File: src/rtl/vga_pkg.sv
// vga_pkg: shared constants and types for the VGA rectangle-fill arbiter.
//   SCREEN_W / SCREEN_H : visible raster size; anything at or beyond is clipped
//   COLOUR_BITS         : adapter colour width (3 bits per channel)
//   colour_t, x_t, y_t  : pixel colour and screen coordinate types
//   fill_state_t        : rectangle engine FSM states
package vga_pkg;

   localparam int SCREEN_W    = 160;
   localparam int SCREEN_H    = 120;
   localparam int COLOUR_BITS = 9;

   typedef logic [COLOUR_BITS-1:0] colour_t;
   typedef logic [7:0]             x_t;
   typedef logic [6:0]             y_t;

   typedef enum logic [1:0] {
      IDLE = 2'd0,
      RUN  = 2'd1,
      DONE = 2'd2
   } fill_state_t;

endpackage

File: src/rtl/vga_rect_walker.sv
// vga_rect_walker: rectangle-fill engine. Latches a rectangle on fill_start,
// walks it in raster order and presents one pixel at a time as a valid/ready
// stream (pix_valid is high for the whole RUN state; pix_ready is the engine
// grant). Pixels outside the screen are flagged with pix_visible=0; they still
// take a grant so the fill duration does not depend on clipping.
//
// Ports:
//   clock, reset              : clock, asynchronous active-high reset
//   fill_start, fill_x0/y0/w/h/colour : fill launch pulse and rectangle
//   fill_abort                : (VGA_FILL_ABORT_EN only) stop the fill early
//   pix_ready                 : engine grant from the arbiter
//   pix_valid, pix_visible    : engine request, current pixel on screen
//   pix_x, pix_y, pix_colour  : current pixel
//   fill_busy, fill_done      : RUN indicator, one-cycle completion pulse
//
// Optional feature macro: VGA_FILL_ABORT_EN adds the fill_abort input.
module vga_rect_walker
   import vga_pkg::*;
(
   input  logic                   clock,
   input  logic                   reset,
   input  logic                   fill_start,
   input  logic [7:0]             fill_x0,
   input  logic [6:0]             fill_y0,
   input  logic [7:0]             fill_w,
   input  logic [6:0]             fill_h,
   input  logic [COLOUR_BITS-1:0] fill_colour,
`ifdef VGA_FILL_ABORT_EN
   input  logic                   fill_abort,
`endif
   input  logic                   pix_ready,
   output logic                   pix_valid,
   output logic                   pix_visible,
   output logic [7:0]             pix_x,
   output logic [6:0]             pix_y,
   output logic [COLOUR_BITS-1:0] pix_colour,
   output logic                   fill_busy,
   output logic                   fill_done
);

   fill_state_t state_q, state_d;

   // Counters are one bit wider than the coordinates so x0+w-1 / y0+h-1
   // never wrap; anything past the screen edge is simply clipped.
   logic [8:0]    cx_q, cx_d;
   logic [7:0]    cy_q, cy_d;
   logic [8:0]    x_last_q, x_last_d;
   logic [7:0]    y_last_q, y_last_d;
   logic [7:0]    x0_q, x0_d;
   colour_t       colour_q, colour_d;

   always_ff @(posedge clock or posedge reset) begin
      if (reset) begin
         state_q  <= IDLE;
         cx_q     <= '0;
         cy_q     <= '0;
         x_last_q <= '0;
         y_last_q <= '0;
         x0_q     <= '0;
         colour_q <= '0;
      end else begin
         state_q  <= state_d;
         cx_q     <= cx_d;
         cy_q     <= cy_d;
         x_last_q <= x_last_d;
         y_last_q <= y_last_d;
         x0_q     <= x0_d;
         colour_q <= colour_d;
      end
   end

   always_comb begin
      state_d  = state_q;
      cx_d     = cx_q;
      cy_d     = cy_q;
      x_last_d = x_last_q;
      y_last_d = y_last_q;
      x0_d     = x0_q;
      colour_d = colour_q;
      case (state_q)
         IDLE: begin
            if (fill_start) begin
               x0_d     = fill_x0;
               colour_d = fill_colour;
               cx_d     = {1'b0, fill_x0};
               cy_d     = {1'b0, fill_y0};
               x_last_d = {1'b0, fill_x0} + {1'b0, fill_w} - 9'd1;
               y_last_d = {1'b0, fill_y0} + {1'b0, fill_h} - 8'd1;
               if (fill_w == 8'd0 || fill_h == 7'd0) state_d = DONE;
               else                                  state_d = RUN;
            end
         end
         RUN: begin
            if (pix_ready) begin
               if (cx_q == x_last_q) begin
                  cx_d = {1'b0, x0_q};
                  if (cy_q == y_last_q) state_d = DONE;
                  else                  cy_d = cy_q + 8'd1;
               end else begin
                  cx_d = cx_q + 9'd1;
               end
            end
`ifdef VGA_FILL_ABORT_EN
            // The grant this cycle (if any) has already been taken by the
            // arbiter, so that pixel is still plotted.
            if (fill_abort) state_d = DONE;
`endif
         end
         DONE:    state_d = IDLE;
         default: state_d = IDLE;
      endcase
   end

   assign pix_valid   = (state_q == RUN);
   assign pix_visible = (cx_q < 9'(SCREEN_W)) && (cy_q < 8'(SCREEN_H));
   assign pix_x       = cx_q[7:0];
   assign pix_y       = cy_q[6:0];
   assign pix_colour  = colour_q;
   assign fill_busy   = (state_q == RUN);
   assign fill_done   = (state_q == DONE);

endmodule

File: src/rtl/vga_rect_fill_arbiter.sv
// vga_rect_fill_arbiter: shares the VGA adapter plot port between direct CPU
// pixel writes and the rectangle-fill engine. The CPU has priority, but after
// CPU_BURST_MAX consecutive CPU grants during a fill the engine is forced one
// slot. The adapter port is registered: a grant in cycle N plots in N+1.
//
// Ports:
//   clock, reset                         : clock, asynchronous active-high reset
//   cpu_plot_valid/x/y/colour, cpu_plot_ready : CPU write request, comb grant
//   fill_start, fill_x0/y0/w/h/colour    : rectangle fill launch
//   fill_abort                           : (VGA_FILL_ABORT_EN only) stop fill
//   fill_busy, fill_done                 : fill status
//   plot, plot_x, plot_y, plot_colour    : registered adapter port
//
// Optional feature macro: VGA_FILL_ABORT_EN adds the fill_abort input.
module vga_rect_fill_arbiter
   import vga_pkg::*;
#(
   parameter int CPU_BURST_MAX = 4
) (
   input  logic                   clock,
   input  logic                   reset,
   input  logic                   cpu_plot_valid,
   input  logic [7:0]             cpu_plot_x,
   input  logic [6:0]             cpu_plot_y,
   input  logic [COLOUR_BITS-1:0] cpu_plot_colour,
   output logic                   cpu_plot_ready,
   input  logic                   fill_start,
   input  logic [7:0]             fill_x0,
   input  logic [6:0]             fill_y0,
   input  logic [7:0]             fill_w,
   input  logic [6:0]             fill_h,
   input  logic [COLOUR_BITS-1:0] fill_colour,
`ifdef VGA_FILL_ABORT_EN
   input  logic                   fill_abort,
`endif
   output logic                   fill_busy,
   output logic                   fill_done,
   output logic                   plot,
   output logic [7:0]             plot_x,
   output logic [6:0]             plot_y,
   output logic [COLOUR_BITS-1:0] plot_colour
);

   localparam int BW = $clog2(CPU_BURST_MAX + 1);

   logic          eng_valid, eng_visible, eng_grant;
   logic [7:0]    eng_x;
   logic [6:0]    eng_y;
   colour_t       eng_colour;

   logic [BW-1:0] burst_q, burst_d;
   logic          plot_q, plot_d;
   logic [7:0]    plot_x_q, plot_x_d;
   logic [6:0]    plot_y_q, plot_y_d;
   colour_t       plot_colour_q, plot_colour_d;

   vga_rect_walker u_walker (
      .clock       (clock),
      .reset       (reset),
      .fill_start  (fill_start),
      .fill_x0     (fill_x0),
      .fill_y0     (fill_y0),
      .fill_w      (fill_w),
      .fill_h      (fill_h),
      .fill_colour (fill_colour),
`ifdef VGA_FILL_ABORT_EN
      .fill_abort  (fill_abort),
`endif
      .pix_ready   (eng_grant),
      .pix_valid   (eng_valid),
      .pix_visible (eng_visible),
      .pix_x       (eng_x),
      .pix_y       (eng_y),
      .pix_colour  (eng_colour),
      .fill_busy   (fill_busy),
      .fill_done   (fill_done)
   );

   // CPU wins unless it has used up its burst while a fill is running;
   // eng_valid is exactly "walker in RUN".
   assign cpu_plot_ready = cpu_plot_valid && !(eng_valid && burst_q == BW'(CPU_BURST_MAX));
   assign eng_grant      = eng_valid && !cpu_plot_ready;

   always_comb begin
      // Outside RUN, or on an engine slot, the burst count restarts.
      burst_d       = (eng_valid && cpu_plot_ready) ? burst_q + BW'(1) : '0;

      plot_d        = 1'b0;
      plot_x_d      = plot_x_q;
      plot_y_d      = plot_y_q;
      plot_colour_d = plot_colour_q;
      if (cpu_plot_ready) begin
         plot_d        = 1'b1;
         plot_x_d      = cpu_plot_x;
         plot_y_d      = cpu_plot_y;
         plot_colour_d = cpu_plot_colour;
      end else if (eng_grant && eng_visible) begin
         // Clipped engine pixels burn the slot but leave the port idle.
         plot_d        = 1'b1;
         plot_x_d      = eng_x;
         plot_y_d      = eng_y;
         plot_colour_d = eng_colour;
      end
   end

   always_ff @(posedge clock or posedge reset) begin
      if (reset) begin
         burst_q       <= '0;
         plot_q        <= 1'b0;
         plot_x_q      <= '0;
         plot_y_q      <= '0;
         plot_colour_q <= '0;
      end else begin
         burst_q       <= burst_d;
         plot_q        <= plot_d;
         plot_x_q      <= plot_x_d;
         plot_y_q      <= plot_y_d;
         plot_colour_q <= plot_colour_d;
      end
   end

   assign plot        = plot_q;
   assign plot_x      = plot_x_q;
   assign plot_y      = plot_y_q;
   assign plot_colour = plot_colour_q;

endmodule

File: config.mk
export PLATFORM = sky130hd
export DESIGN_NAME = vga_rect_fill_arbiter
export DESIGN_NICKNAME = d
export VERILOG_FILES = /design/src/rtl/vga_pkg.sv /design/src/rtl/vga_rect_walker.sv /design/src/rtl/vga_rect_fill_arbiter.sv
export SDC_FILE = /design/constraint.sdc
export NUM_CORES = 1
export LEC_CHECK = 0
export CAP_MARGIN = 20
export CORE_MARGIN = 4
export CORE_UTILIZATION = 56
export DETAILED_ROUTE_END_ITERATION = 7
export HOLD_SLACK_MARGIN = 0.06
export PLACE_DENSITY = 0.89
export SYNTH_ARGS = -nofsm -noshare
export SYNTH_HDL_FRONTEND = slang
export SYNTH_SLANG_ARGS = --single-unit
export TNS_END_PERCENT = 30
File: constraint.sdc
create_clock -name clock -period 7.5 [get_ports clock]
set_clock_uncertainty 0.1 [all_clocks]
set_input_delay 1.875 -clock clock [delete_from_list [all_inputs] [get_ports clock]]
set_output_delay 1.875 -clock clock [all_outputs]
set_load 0.02 [all_outputs]
### Word-level counts from Yosys, hierarchy flattened

Cells that the tools add are included.

* $add $sub $neg: 7
* $lt $le $gt $ge: 2
* equal/unequal tests: 10
* muxes and demuxes: 24
* reductions and logical operators: 18

Operators by type and width (number)
* $mux 8: 6
* $mux 9: 5
* $pmux 9 s2: 1
* $pmux 8 s2: 1
* $mux 7: 2
* $mux 2: 5
* $add 8x8->9: 1
* $add 9x1->9 const B: 1
* $eq 9x9->1: 1
* $lt 9x8->1 const B: 1
* $sub 9x1->9 const B: 1
* $add 7x7->8: 1
* $add 8x1->8 const B: 1
* $eq 8x8->1: 1
* $logic_not 8->1: 1
* $lt 8x7->1 const B: 1
* $sub 8x1->8 const B: 1
* $logic_not 7->1: 1
* $logic_and 1x1->1: 6
* $ne 2x1->1 const B: 3
* $reduce_and 5->1: 1
* $ne 2x2->1 const B: 2
* $pmux 2 s2: 1
* $reduce_and 4->1: 1
* 12 further kinds: 15

* register bits after elaboration: 81
* input port bits: 67
* output and inout bits: 28

### Depth between registers and ports, before layout

* depth after elaboration: 9
* depth in mapped cells: 12
* depth with buffers taken out: 12

### Modules after synthesis

A second synthesis with hierarchy kept.

* cells, all modules: 547
* area total of the unflattened synthesis: 4992.3 um^2

By module, submodules not included
* vga_rect_walker: times used 1, cells an instance 438, area each 3627.2 um^2, sequential area each 1326.3 um^2
* vga_rect_fill_arbiter: times used 1, cells an instance 109, area each 1365.1 um^2, sequential area each 700.7 um^2

### Least setup slack after synthesis

OpenSTA, ideal clock, no wires.

* path type: input to output
* start: input port cpu_plot_valid
* end: output port cpu_plot_ready
* data arrival time: 2461 ps
* data required time: 5525 ps
* setup slack: 3064 ps
* stages on the path: 3
* buffers on the path: 1
* cell sequence: o21ai_1 > inv_2 > clkbuf_1

* word-level cells in the longest chain between the ends: 1

Ends and longest elaborated chain
* start, declared: RTL line vga_rect_fill_arbiter.sv:22 `input logic cpu_plot_valid,`
* $logic_and 1x1->1: RTL line vga_rect_fill_arbiter.sv:81 `assign cpu_plot_ready = cpu_plot_valid && !(eng_valid && burst_q == BW'(CPU_BURST_MAX));`
* end, declared: RTL line vga_rect_fill_arbiter.sv:26 `output logic cpu_plot_ready,`

Every way passes these cells.

### Final worst setup path

Same ends and word-level chain as after synthesis.

==> results list <==
- For this block, wires on met1 add up to 5.19 mm.
- In the final design database the tool counted 724 nets.
- Setup slack on the critical path of the routed design comes to 2230 ps.
* All-layer global routing usage: 24.5%
* Largest stage delay on the critical path: 620 ps
- Final count of negative-setup-slack endpoints: 0
* Overall die area: 10200 µm²
- Die H: 101 µm
* Cell at the slowest stage of the critical path: clkdlybuf4s50_1
- Largest voltage drop on the vdd net: 0.169 mV
- Final hold analysis gives a worst-case slack of 380 ps.
- Detailed route wirelength on metal3: 876 µm
* Worst-Margin Slew: 989 ps
* Via count of the first global-routing pass: 4091
- The worst setup path is captured at an output port.
* DP Wirelength: 8.97 mm
- Timing would allow up to 190 MHz.
- DR top layer: met4
- Crit path depth: 4
- The flow ran to the end, and the final reports show no timing, DRC or antenna violations.
- In this design, the critical path's most frequently occurring cell is clkdlybuf4s50_1.
- The worst register-to-register path ends at u_walker.state_q[0].
- The total overflow left after global routing is 0.
* Maximum Capacitance Violations: 0
* Area added between synthesis and finish: 25.2%
* RD Place Congestion: 0.905
- The die is 101 µm wide.
- Summing the sequential cell areas from Yosys gives 42.1% of the chip area.
* Post-detailed-route via-to-cell ratio: 5.73
- The number of gates resized after CTS was 0.
* Floorplan core area: 8300 µm²
- Top post-synthesis cells by count: nand2_1, dfrtp_1, inv_1, o21ai_0, ha_1
- Top delay family on crit path: buffers and inverters
- Insertion delay of the later-clocked pin in the worst-skew pair: 350 ps
- Worst rel slew slack: 34.1%
* Number of buffer and inverter instances along the worst setup path: 3
- The signal on the critical path passes through clkdlybuf4s50_1 -> o21ai_1 -> inv_2 -> clkdlybuf4s50_1.
- The H-tree generated during clock tree synthesis spans 3 levels.
- Counting distinct cell types in the post-synthesis netlist gives 52.
- Setup crit start kind: primary input
- Setup repair after global routing left no endpoint under its margin.
* Launching instance or port of the critical path: cpu_plot_valid
- Critical path data required time: 5530 ps
* R2R depth: 7
- Reg-to-reg slack, setup: 4460 ps
- The initial antenna violation count came to 0.
- Num CTS Buffers: 9
- Clock tree synthesis selected as its root buffer the cell clkbuf_8.
- Areal power density over the cells: 348 nW/µm²
- In this run, synthesis inferred 0 flip-flops with an integrated enable.
- In this run, post-CTS hold repair placed 0 buffers.
- Count of pins on the block boundary: 95
- Most used standard cell by instance count after synthesis: nand2_1
* Mapped Cells: 540
- For this design the static power due to leakage is 2.87 nW.
* Total length of routed met2 wires: 6.09 mm
- Synth warn: 0
- In this run the remaining antenna-violating nets after routing total 0.
* Initial DRC Count: 414
- Final Hold Fails: 0
- Entering global routing, the biggest net connects 82 pins.
- The total count of max-transition violations in the final report came to 0.
* Number of placement rows: 33
- Number of remaining DRC errors: 0
- Commonest register cell after synthesis: dfrtp_1
- The longest clock path from root to sink contains 2 buffers.
- Clock transition time at the flip-flop clock pins of the worst setup and hold paths: 80 ps
- In this run the post-CTS setup repair buffer count came out at 0.
- TritonCTS built the clock tree.
- Before CTS, the worst setup slack after placement is 2230 ps.
- The worst hold path belongs to the class flop to flop.
* Final Critical Period: 5270 ps
- The final critical path takes up 70.3% of the cycle.
* Initial cell density of the core: 58.1%
- Flip-flop and latch count after synthesis: 81
- Average cell area after synthesis: 8.93 µm²
* DR WL/cell: 17.0 µm
- The pre-antenna-repair detailed-routing pass consisted of 4 iterations.
- Of the post-synthesis cell area, the dominant cell type holds 42.1%.
- DRT Wirelength: 12.5 mm
* Net Count, Synth: 641
- Ys async rst share: 100%
- Startpoint of the lowest-slack register-to-register path: u_walker.state_q[1]
- Synth Cell Area: 4820 µm²
* Total number of vias: 4201
- First-pass GRT wire length: 19.6 mm
- In this run the worst path has a maximum fanout of 4.
- CP Capture Point: cpu_plot_ready
- Cells taking the most area after synthesis: dfrtp_1, ha_1, nand2_1
- IO Port Bufs: 94
* Clock sink count: 81
* Total negative slack: 0 ps
- The synthesized design spends more area on one cell type than any other, namely dfrtp_1.
- The number of antenna diodes in the final layout is 0.
* WP data arrival: 3300 ps
- Share of layout cells above drive strength 1: 4.78%
- The critical path in this run is classified as primary input to output port.
## power breakdown
| part | total (mW) | internal (mW) | switching (mW) |
|---|---|---|---|
| clock | 0.346 | 0.188 | 0.158 |
| combinational | 0.953 | 0.435 | 0.518 |
| sequential | 0.798 | 0.613 | 0.185 |
| total | 2.10 | 1.24 | 0.861 |
## layout make-up
class                   instances  area [µm²]
fillers                       596        2260
clock inverters                 5        78.8
flip-flops and latches         81        2030
inverters                      69         260
well taps                     105         131
clock buffers                  11         131
repair buffers                 99         998
multi-input cells             363        2410
## cell families after synthesis
group                      after synthesis  share of synthesized area [%]
and+or+nand+nor                        156                           14.9
adders and majority gates               34                           9.14
DFF                                     81                           42.1
xor gates and xnor gates                32                           6.13
buffers and inverters                   96                           7.97
muxes                                   29                           6.07
AOI/OAI and AO/OA                      112                           13.7
## registers in the layout, summed over array words and instances, names as in the netlist
name / cells
u_walker.pix_colour: 9
u_walker.cy_q: 8
u_walker.state_q: 2
plot_y: 7
u_walker.y_last_q: 8
plot: 1
burst_q: 3
plot_colour: 9
u_walker.x_last_q: 9
plot_x: 8
u_walker.cx_q: 9
u_walker.x0_q: 8
## cell usage in the layout (no fill, tap or decap), types with 2 or more instances in the layout
cell / instances
clkbuf_8: 9
xnor2_1: 21
mux2i_1: 27
dfrtp_1: 81
nand2_1: 89
o31ai_1: 2
o211ai_1: 4
a21oi_1: 19
a22oi_1: 8
bufinv_16: 2
inv_1: 66
clkinv_2: 3
a221oi_1: 2
nand3_1: 9
mux2_2: 2
ha_1: 32
o21bai_1: 2
or3_1: 2
clkbuf_1: 2
clkdlybuf4s50_1: 94
o32a_1: 2
nor3b_1: 4
nor2_1: 17
nor4_1: 4
nand2b_1: 2
xnor2_2: 2
o21ai_0: 57
nand4_1: 6
nor2b_1: 2
o21ai_1: 4
and3_1: 4
or2_2: 2
a21o_1: 4
nor3_1: 8
xor2_1: 9
buf_4: 4
fa_1: 2
## layer usage
layer | track usage (%) | vias up
met3 | 4.78 | 38
met2 | 41.5 | 177
met1 | 31.5 | 2005
li1 | - | 1981
met5 | 0 | -
met4 | 8.39 | 0
## worst reg2reg max path, cell delays in order, from the launching register on
cell and delay, ps:
dfrtp_1 480, nand2b_1 570, o21ai_1 260, inv_2 130, buf_4 410, nor4_1 110
a221oi_1 460, mux2_2 400
## metrics by stage
step                cells  util [%]  area, µm²  power [mW]
floorplan             540         -       4820        1.43
global placement      716      69.9       5800        1.66
detailed placement    716      69.9       5800        1.72
CTS                   732      72.4       6010        2.08
global route          733      72.7       6040        2.23
finish                733      72.7       6040        2.10
## worst min-delay path by stage
stage | startpoint | to | slack, ps | depth (start not counted)
2_1_floorplan | burst_q[0] | burst_q[0] | 340 | 1
3_3_place_gp | burst_q[0] | burst_q[0] | 360 | 1
3_5_place_dp | u_walker.pix_colour[5] | u_walker.pix_colour[5] | 360 | 2
4_1_cts | u_walker.pix_colour[5] | u_walker.pix_colour[5] | 380 | 2
5_1_grt | u_walker.pix_colour[8] | u_walker.pix_colour[8] | 400 | 2
6_report | u_walker.pix_colour[5] | u_walker.pix_colour[5] | 380 | 2
(Power assumes the default switching activity.)
